===== src/rtl/mem_responder_pkg.sv =====
// Shared types and constants for the mem_responder block: FSM state encoding,
// access-type encodings for `we`, and the data word width.
package mem_responder_pkg;

  localparam int WORD_W = 32;

  localparam logic MEM_READ  = 1'b0;
  localparam logic MEM_WRITE = 1'b1;

  typedef enum logic [1:0] {
    ST_IDLE = 2'd0,
    ST_WAIT = 2'd1,
    ST_ACK  = 2'd2
  } state_t;

endpackage


===== src/rtl/mem_responder_if.sv =====
// CPU-side memory bus for mem_responder. The CPU is the master, the responder
// is the slave.
interface mem_responder_if;
  import mem_responder_pkg::*;

  // Handshake: a request is taken on a rising edge where req=1 and the slave
  // is idle (busy=0). req/we/addr/wdata are ignored while busy=1 and nothing
  // is queued. Completion is the single-cycle ack pulse; rdata/err belong to
  // that ack and rdata holds its value until the next ack.
  logic              req;
  logic              we;
  logic [WORD_W-1:0] addr;
  logic [WORD_W-1:0] wdata;
  logic [WORD_W-1:0] rdata;
  logic              ack;
  logic              busy;
  logic              err;

  modport master (
    output req, we, addr, wdata,
    input  rdata, ack, busy, err
  );

  modport slave (
    input  req, we, addr, wdata,
    output rdata, ack, busy, err
  );

endinterface


===== src/rtl/mem_responder_array.sv =====
// Word storage for mem_responder: one synchronous write port and one
// registered read port. Contents are not touched by reset; only the read
// register is cleared.
module mem_responder_array
  import mem_responder_pkg::*;
#(
  parameter int DEPTH = 64
) (
  input  logic                     clk,
  input  logic                     reset,
  input  logic                     wr_en,
  input  logic [$clog2(DEPTH)-1:0] wr_idx,
  input  logic [WORD_W-1:0]        wr_data,
  input  logic                     rd_en,
  input  logic [$clog2(DEPTH)-1:0] rd_idx,
  output logic [WORD_W-1:0]        rd_data
);

  logic [WORD_W-1:0] mem [DEPTH];

  always_ff @(posedge clk) begin
    if (wr_en) mem[wr_idx] <= wr_data;
  end

  always_ff @(posedge clk) begin
    if (reset)      rd_data <= '0;
    else if (rd_en) rd_data <= mem[rd_idx];
  end

endmodule


===== src/rtl/mem_responder.sv =====
// Single-port memory responder with programmable wait states (IDLE/WAIT/ACK).
// Optional macro MEM_RESPONDER_ALIGN_CHECK_EN flags misaligned accesses via err.
module mem_responder
  import mem_responder_pkg::*;
#(
  parameter int DEPTH       = 64,
  parameter int WAIT_CYCLES = 2
) (
  input  logic                 clk,
  input  logic                 reset,
  mem_responder_if.slave       bus,
  output state_t               state_dbg
);

  localparam int         AW        = $clog2(DEPTH);
  localparam logic [3:0] WAIT_LOAD = (WAIT_CYCLES > 0) ? 4'(WAIT_CYCLES - 1) : 4'd0;

  state_t            state;
  logic [3:0]        cnt;
  logic              cap_we;
  logic [WORD_W-1:0] cap_addr;
  logic [WORD_W-1:0] cap_wdata;
  logic              ack_q;
  logic              busy_q;
  logic              err_q;

  logic              enter_ack;
  logic              acc_we;
  logic [WORD_W-1:0] acc_addr;
  logic [WORD_W-1:0] acc_wdata;
  logic              misaligned;
  logic              wr_en;
  logic              rd_en;
  logic [AW-1:0]     word_idx;
  logic [WORD_W-1:0] rdata_w;
  logic              unused_addr_bits;

  // With zero wait states ACK is entered straight from IDLE, so the access
  // must come from the live bus rather than the capture registers.
  assign enter_ack = !reset &&
                     (((state == ST_IDLE) && bus.req && (WAIT_CYCLES == 0)) ||
                      ((state == ST_WAIT) && (cnt == 4'd0)));

  assign acc_we    = (state == ST_IDLE) ? bus.we    : cap_we;
  assign acc_addr  = (state == ST_IDLE) ? bus.addr  : cap_addr;
  assign acc_wdata = (state == ST_IDLE) ? bus.wdata : cap_wdata;
  assign word_idx  = acc_addr[AW+1:2];

`ifdef MEM_RESPONDER_ALIGN_CHECK_EN
  assign misaligned = (acc_addr[1:0] != 2'b00);
`else
  assign misaligned = 1'b0;
`endif

  assign unused_addr_bits = ^{acc_addr[WORD_W-1:AW+2], acc_addr[1:0]};

  assign wr_en = enter_ack && (acc_we == MEM_WRITE) && !misaligned;
  assign rd_en = enter_ack && (acc_we == MEM_READ)  && !misaligned;

  always_ff @(posedge clk) begin
    if (reset) begin
      state  <= ST_IDLE;
      cnt    <= 4'd0;
      ack_q  <= 1'b0;
      busy_q <= 1'b0;
      err_q  <= 1'b0;
    end else begin
      ack_q <= 1'b0;
      case (state)
        ST_IDLE: begin
          if (bus.req) begin
            cap_we    <= bus.we;
            cap_addr  <= bus.addr;
            cap_wdata <= bus.wdata;
            busy_q    <= 1'b1;
            if (WAIT_CYCLES == 0) begin
              state <= ST_ACK;
              ack_q <= 1'b1;
              err_q <= misaligned;
            end else begin
              state <= ST_WAIT;
              cnt   <= WAIT_LOAD;
            end
          end
        end
        ST_WAIT: begin
          if (cnt == 4'd0) begin
            state <= ST_ACK;
            ack_q <= 1'b1;
            err_q <= misaligned;
          end else begin
            cnt <= cnt - 4'd1;
          end
        end
        ST_ACK: begin
          state  <= ST_IDLE;
          busy_q <= 1'b0;
        end
        default: begin
          state  <= ST_IDLE;
          busy_q <= 1'b0;
        end
      endcase
    end
  end

  mem_responder_array #(
    .DEPTH (DEPTH)
  ) u_array (
    .clk     (clk),
    .reset   (reset),
    .wr_en   (wr_en),
    .wr_idx  (word_idx),
    .wr_data (acc_wdata),
    .rd_en   (rd_en),
    .rd_idx  (word_idx),
    .rd_data (rdata_w)
  );

  assign bus.rdata = rdata_w;
  assign bus.ack   = ack_q;
  assign bus.busy  = busy_q;
  assign bus.err   = err_q;
  assign state_dbg = state;

endmodule


===== src/flat_wrapper.sv =====
// flat-port wrapper written by rule: the top's interface ports become plain ports
module mem_responder_flat import mem_responder_pkg::*;
#(
  parameter int DEPTH       = 64,
  parameter int WAIT_CYCLES = 2
)
  (clk, reset, state_dbg, bus_req, bus_we, bus_addr, bus_wdata, bus_rdata, bus_ack, bus_busy, bus_err);
  mem_responder_if bus_i ();
  input  logic clk;
  input  logic reset;
  output state_t state_dbg;
  input wire logic [$bits(bus_i.req)-1:0] bus_req;
  input wire logic [$bits(bus_i.we)-1:0] bus_we;
  input wire logic [$bits(bus_i.addr)-1:0] bus_addr;
  input wire logic [$bits(bus_i.wdata)-1:0] bus_wdata;
  output wire logic [$bits(bus_i.rdata)-1:0] bus_rdata;
  output wire logic [$bits(bus_i.ack)-1:0] bus_ack;
  output wire logic [$bits(bus_i.busy)-1:0] bus_busy;
  output wire logic [$bits(bus_i.err)-1:0] bus_err;
  assign bus_i.req = bus_req;
  assign bus_i.we = bus_we;
  assign bus_i.addr = bus_addr;
  assign bus_i.wdata = bus_wdata;
  assign bus_rdata = bus_i.rdata;
  assign bus_ack = bus_i.ack;
  assign bus_busy = bus_i.busy;
  assign bus_err = bus_i.err;
  mem_responder #(.DEPTH(DEPTH), .WAIT_CYCLES(WAIT_CYCLES)) u_core (.clk(clk), .reset(reset), .bus(bus_i), .state_dbg(state_dbg));
endmodule

===== config.mk =====
export PLATFORM = sky130hd
export DESIGN_NAME = mem_responder_flat
export DESIGN_NICKNAME = d
export VERILOG_FILES = /design/src/rtl/mem_responder_pkg.sv /design/src/rtl/mem_responder_if.sv /design/src/rtl/mem_responder_array.sv /design/src/rtl/mem_responder.sv /design/src/flat_wrapper.sv
export SDC_FILE = /design/constraint.sdc
export NUM_CORES = 2
export LEC_CHECK = 0
export BUFFER_PORTS_ARGS = -buffer_cell sky130_fd_sc_hd__buf_2
export CORE_MARGIN = 1
export CORE_UTILIZATION = 60
export DETAILED_ROUTE_END_ITERATION = 12
export PLACE_DENSITY = 0.79
export SLEW_MARGIN = 20
export SYNTH_ARGS = -nofsm -noshare
export SYNTH_HDL_FRONTEND = slang
export SYNTH_SLANG_ARGS = --single-unit

===== constraint.sdc =====
create_clock -name clk -period 5.95 [get_ports clk]
set_clock_uncertainty 0.1 [all_clocks]
set_input_delay 1.19 -clock clk [delete_from_list [all_inputs] [get_ports clk]]
set_output_delay 1.19 -clock clk [all_outputs]
set_load 0.005 [all_outputs]

==> flow_summary.toml <==
[floorplan]
die-height_um = 368
initial_core_util_pct = 60.4
io_pins = 105
row_count = 134
die_w_um = 368
dieArea_sq_um = 136000
fp.coreArea_sq_um = 133000

[timing]
setup_tns_ps = 0
finalHoldViolCount = 0
setup-violations-final = 0
final.setup.worst_slack_ps = 1150
timing.final.crit_share_pct = 80.7
holdWs_ps = 431
tightest_slew_ps = 1260
rsz0062_at_grt = "no"
period_needed_ps = 4800
slew_headroom_pct = 16.0
drv_slew = 0
fmax_ghz = 0.208

[global_route]
antenna_found_initial = 6
grt_max_degree = 95
grt_usage_pct = 33.0
grt_pass1_vias = 46872
grt-ovfl-total = 0
grt_pass1_wl_um = 320000

[routing]
routed_wl_um = 226000
avgRoutedWirePerCell_um = 33.8
drc = 0
vias = 47998
final_antenna_net_count = 0
first_pass_iters = 7
vias_per_cell = 7.16
drt_iter0_markers = 9043

[place]
place_inst = 6339
place_area_sq_um = 84500
place.port_buffers = 77
place_congestion = 0.869
hpwlAfterDp_um = 125000
pre_cts_slack_ps = 746

[finish]
layout_common_cells = "edfxtp_1 (2,087), mux2i_1 (336), nand2_1 (245)"
final_util_pct = 68.1
post-route-cell-area_sq_um = 90700
area_growth_pct = 12.6
stdcell_count = 6700
drive_gt1_share_pct = 17.7
layout_commonest_cell = "edfxtp_1"
fin_nets = 4837

[setup_path]
cp_num_buf_inv = 3
cp_slowest_cell = "dfxtp_1"
worstPathMaxFanout = 94
cp_top_family = "compound AO/OA/AOI/OAI gates"
endpoint_kind = "flip-flop"
worst-r2r-setup-slack_ps = 1150
cp_cell_sequence = "nor3b_4 -> nor2_4 -> buf_12 -> nor2_4 -> buf_4 -> buf_4 -> a22oi_1 -> nand4_1 -> a2111oi_0 -> a31oi_1"
critical_path_class = "reg2reg"
cp.required_ps = 6550
critical_path.max_stage_delay_ps = 950
cp-start-kind = "flip-flop"
arrival_ps = 5400

[clock_tree]
holdBufCountCts = 0
cts_tree = "yes"
path_clk_slew_ps = 60
htreeDepth = 4
cts-resized-gates = 0
cts_max_path_buffers = 3
clock-sinks = 2127
root_buffer = "clkbuf_16"
numCtsBuffers = 193
postCtsSetupBuffers = 0
clk_latency_ps = 860

[logic_synthesis]
synth_top_cell_area_share_pct = 77.8
ys_dominant_reg_cell = "edfxtp_1"
synth_top_area_cell = "edfxtp_1"
synth_top_family_by_area = "compound AO/OA/AOI/OAI gates"
async_flop_share_pct = 0
synth_area_per_cell_sq_um = 17.5
yosys.area_share.simple_pct = 3.09
yosysSeqAreaShare_pct = 78.8
synth.area.top_cells = "edfxtp_1 (78%), mux2i_1 (4.2%), mux2_2 (2.7%)"
synthesis.area_sq_um = 80600
synth-edff-count = 2087
synth_xor_area_share_pct = 0.0217
yosysWarnings = 0
synth.distinct_cells = 73
synthCells = 4604
synth_compound_gate_area_share_pct = 9.24
synthAdderAreaFrac_pct = 0.0311
synthMuxAreaShare_pct = 6.96
ys_seq_elements = 2127
synth_fp_nets = 4674

[flow_run]
cap_violations = 0

[hold_path]
hp-class = "reg2reg"

[pwr]
p_total_mw = 32.1
powerDensity_nw_per_um2 = 354
ir_drop_mv = 0.321
p_leak_nw = 29.5

[status]
status = "complete, no violations"
worst paths after layout:
| check | startpoint | end | depth (start not counted) |
|---|---|---|---|
| max reg2reg | u_core.state_dbg[1]$_SDFFE_PP0P_ | u_core.u_array.rd_data[24]$_SDFFE_PP0P_ | 10 |
| max | u_core.state_dbg[1]$_SDFFE_PP0P_ | u_core.u_array.rd_data[24]$_SDFFE_PP0P_ | 10 |
| min reg2reg | u_core.bus.busy$_SDFFE_PP0P_ | u_core.bus.busy$_SDFFE_PP0P_ | 2 |
| min | u_core.bus.busy$_SDFFE_PP0P_ | u_core.bus.busy$_SDFFE_PP0P_ | 2 |
where the power goes:
group | switching (mW) | internal [mW] | total, mW
Sequential | 0.0351 | 16.9 | 16.9
Combinational | 2.24 | 0.852 | 3.09
Clock | 5.38 | 6.69 | 12.1
Total | 7.65 | 24.4 | 32.1
tightest hold or removal path: stages (launching register included):
cell and delay, ps:
dfxtp_1 310, a21oi_1 120, nor3_1 50
metal layers:
layer / up-vias / track usage, % / share of wire (%)
met3: 800 / 6.78 / 14
li1: 19107 / - / -
met2: 4385 / 50.5 / 45
met4: 2 / 21.0 / 7.1
met1: 23704 / 43.7 / 33
met5: - / 0 / 0.0049
state kept, by name (all words and copies together), names as in the netlist, 2 cells and up:
name                    count
u_core.u_array.rd_data     32
u_core.cap_wdata           32
u_core.state_dbg            2
u_core.u_array.mem       2048
u_core.cap_addr             6
u_core.cnt                  4
synth_stat cells (40+ instances only):
cell / number
a222oi_1: 156
o22ai_1: 168
o21ai_0: 146
nand3_1: 88
mux2_2: 196
nor2_1: 103
buf_4: 53
nand2_1: 279
buf_1: 40
clkbuf_1: 121
a22oi_1: 143
dfxtp_1: 40
a21oi_1: 192
mux2i_1: 339
buf_2: 88
a31oi_1: 70
edfxtp_1: 2087
logic make-up (layout without fill, tap and decap cells):
| group | count (synthesis) | after routing |
|---|---|---|
| flops | 2127 | 2127 |
| compound gates | 1064 | 1064 |
| simple gates | 560 | 560 |
| mux | 536 | 536 |
| buf+inv | 312 | 639 |
| fa+ha+maj | 2 | 2 |
| xor+xnor | 2 | 2 |
| other cells | 1 | 2 |
final cells by class:
type | count | area, sq um
sequential | 2127 | 63500
fill | 8165 | 42600
multi-input combinational | 2165 | 16500
clock buffer | 260 | 5180
timing repair buffer | 273 | 2430
tap | 1768 | 2210
clock inverter | 99 | 877
inverter | 7 | 26.3
antenna | 1 | 2.50
No activity file was read; power rests on OpenSTA's default activity.
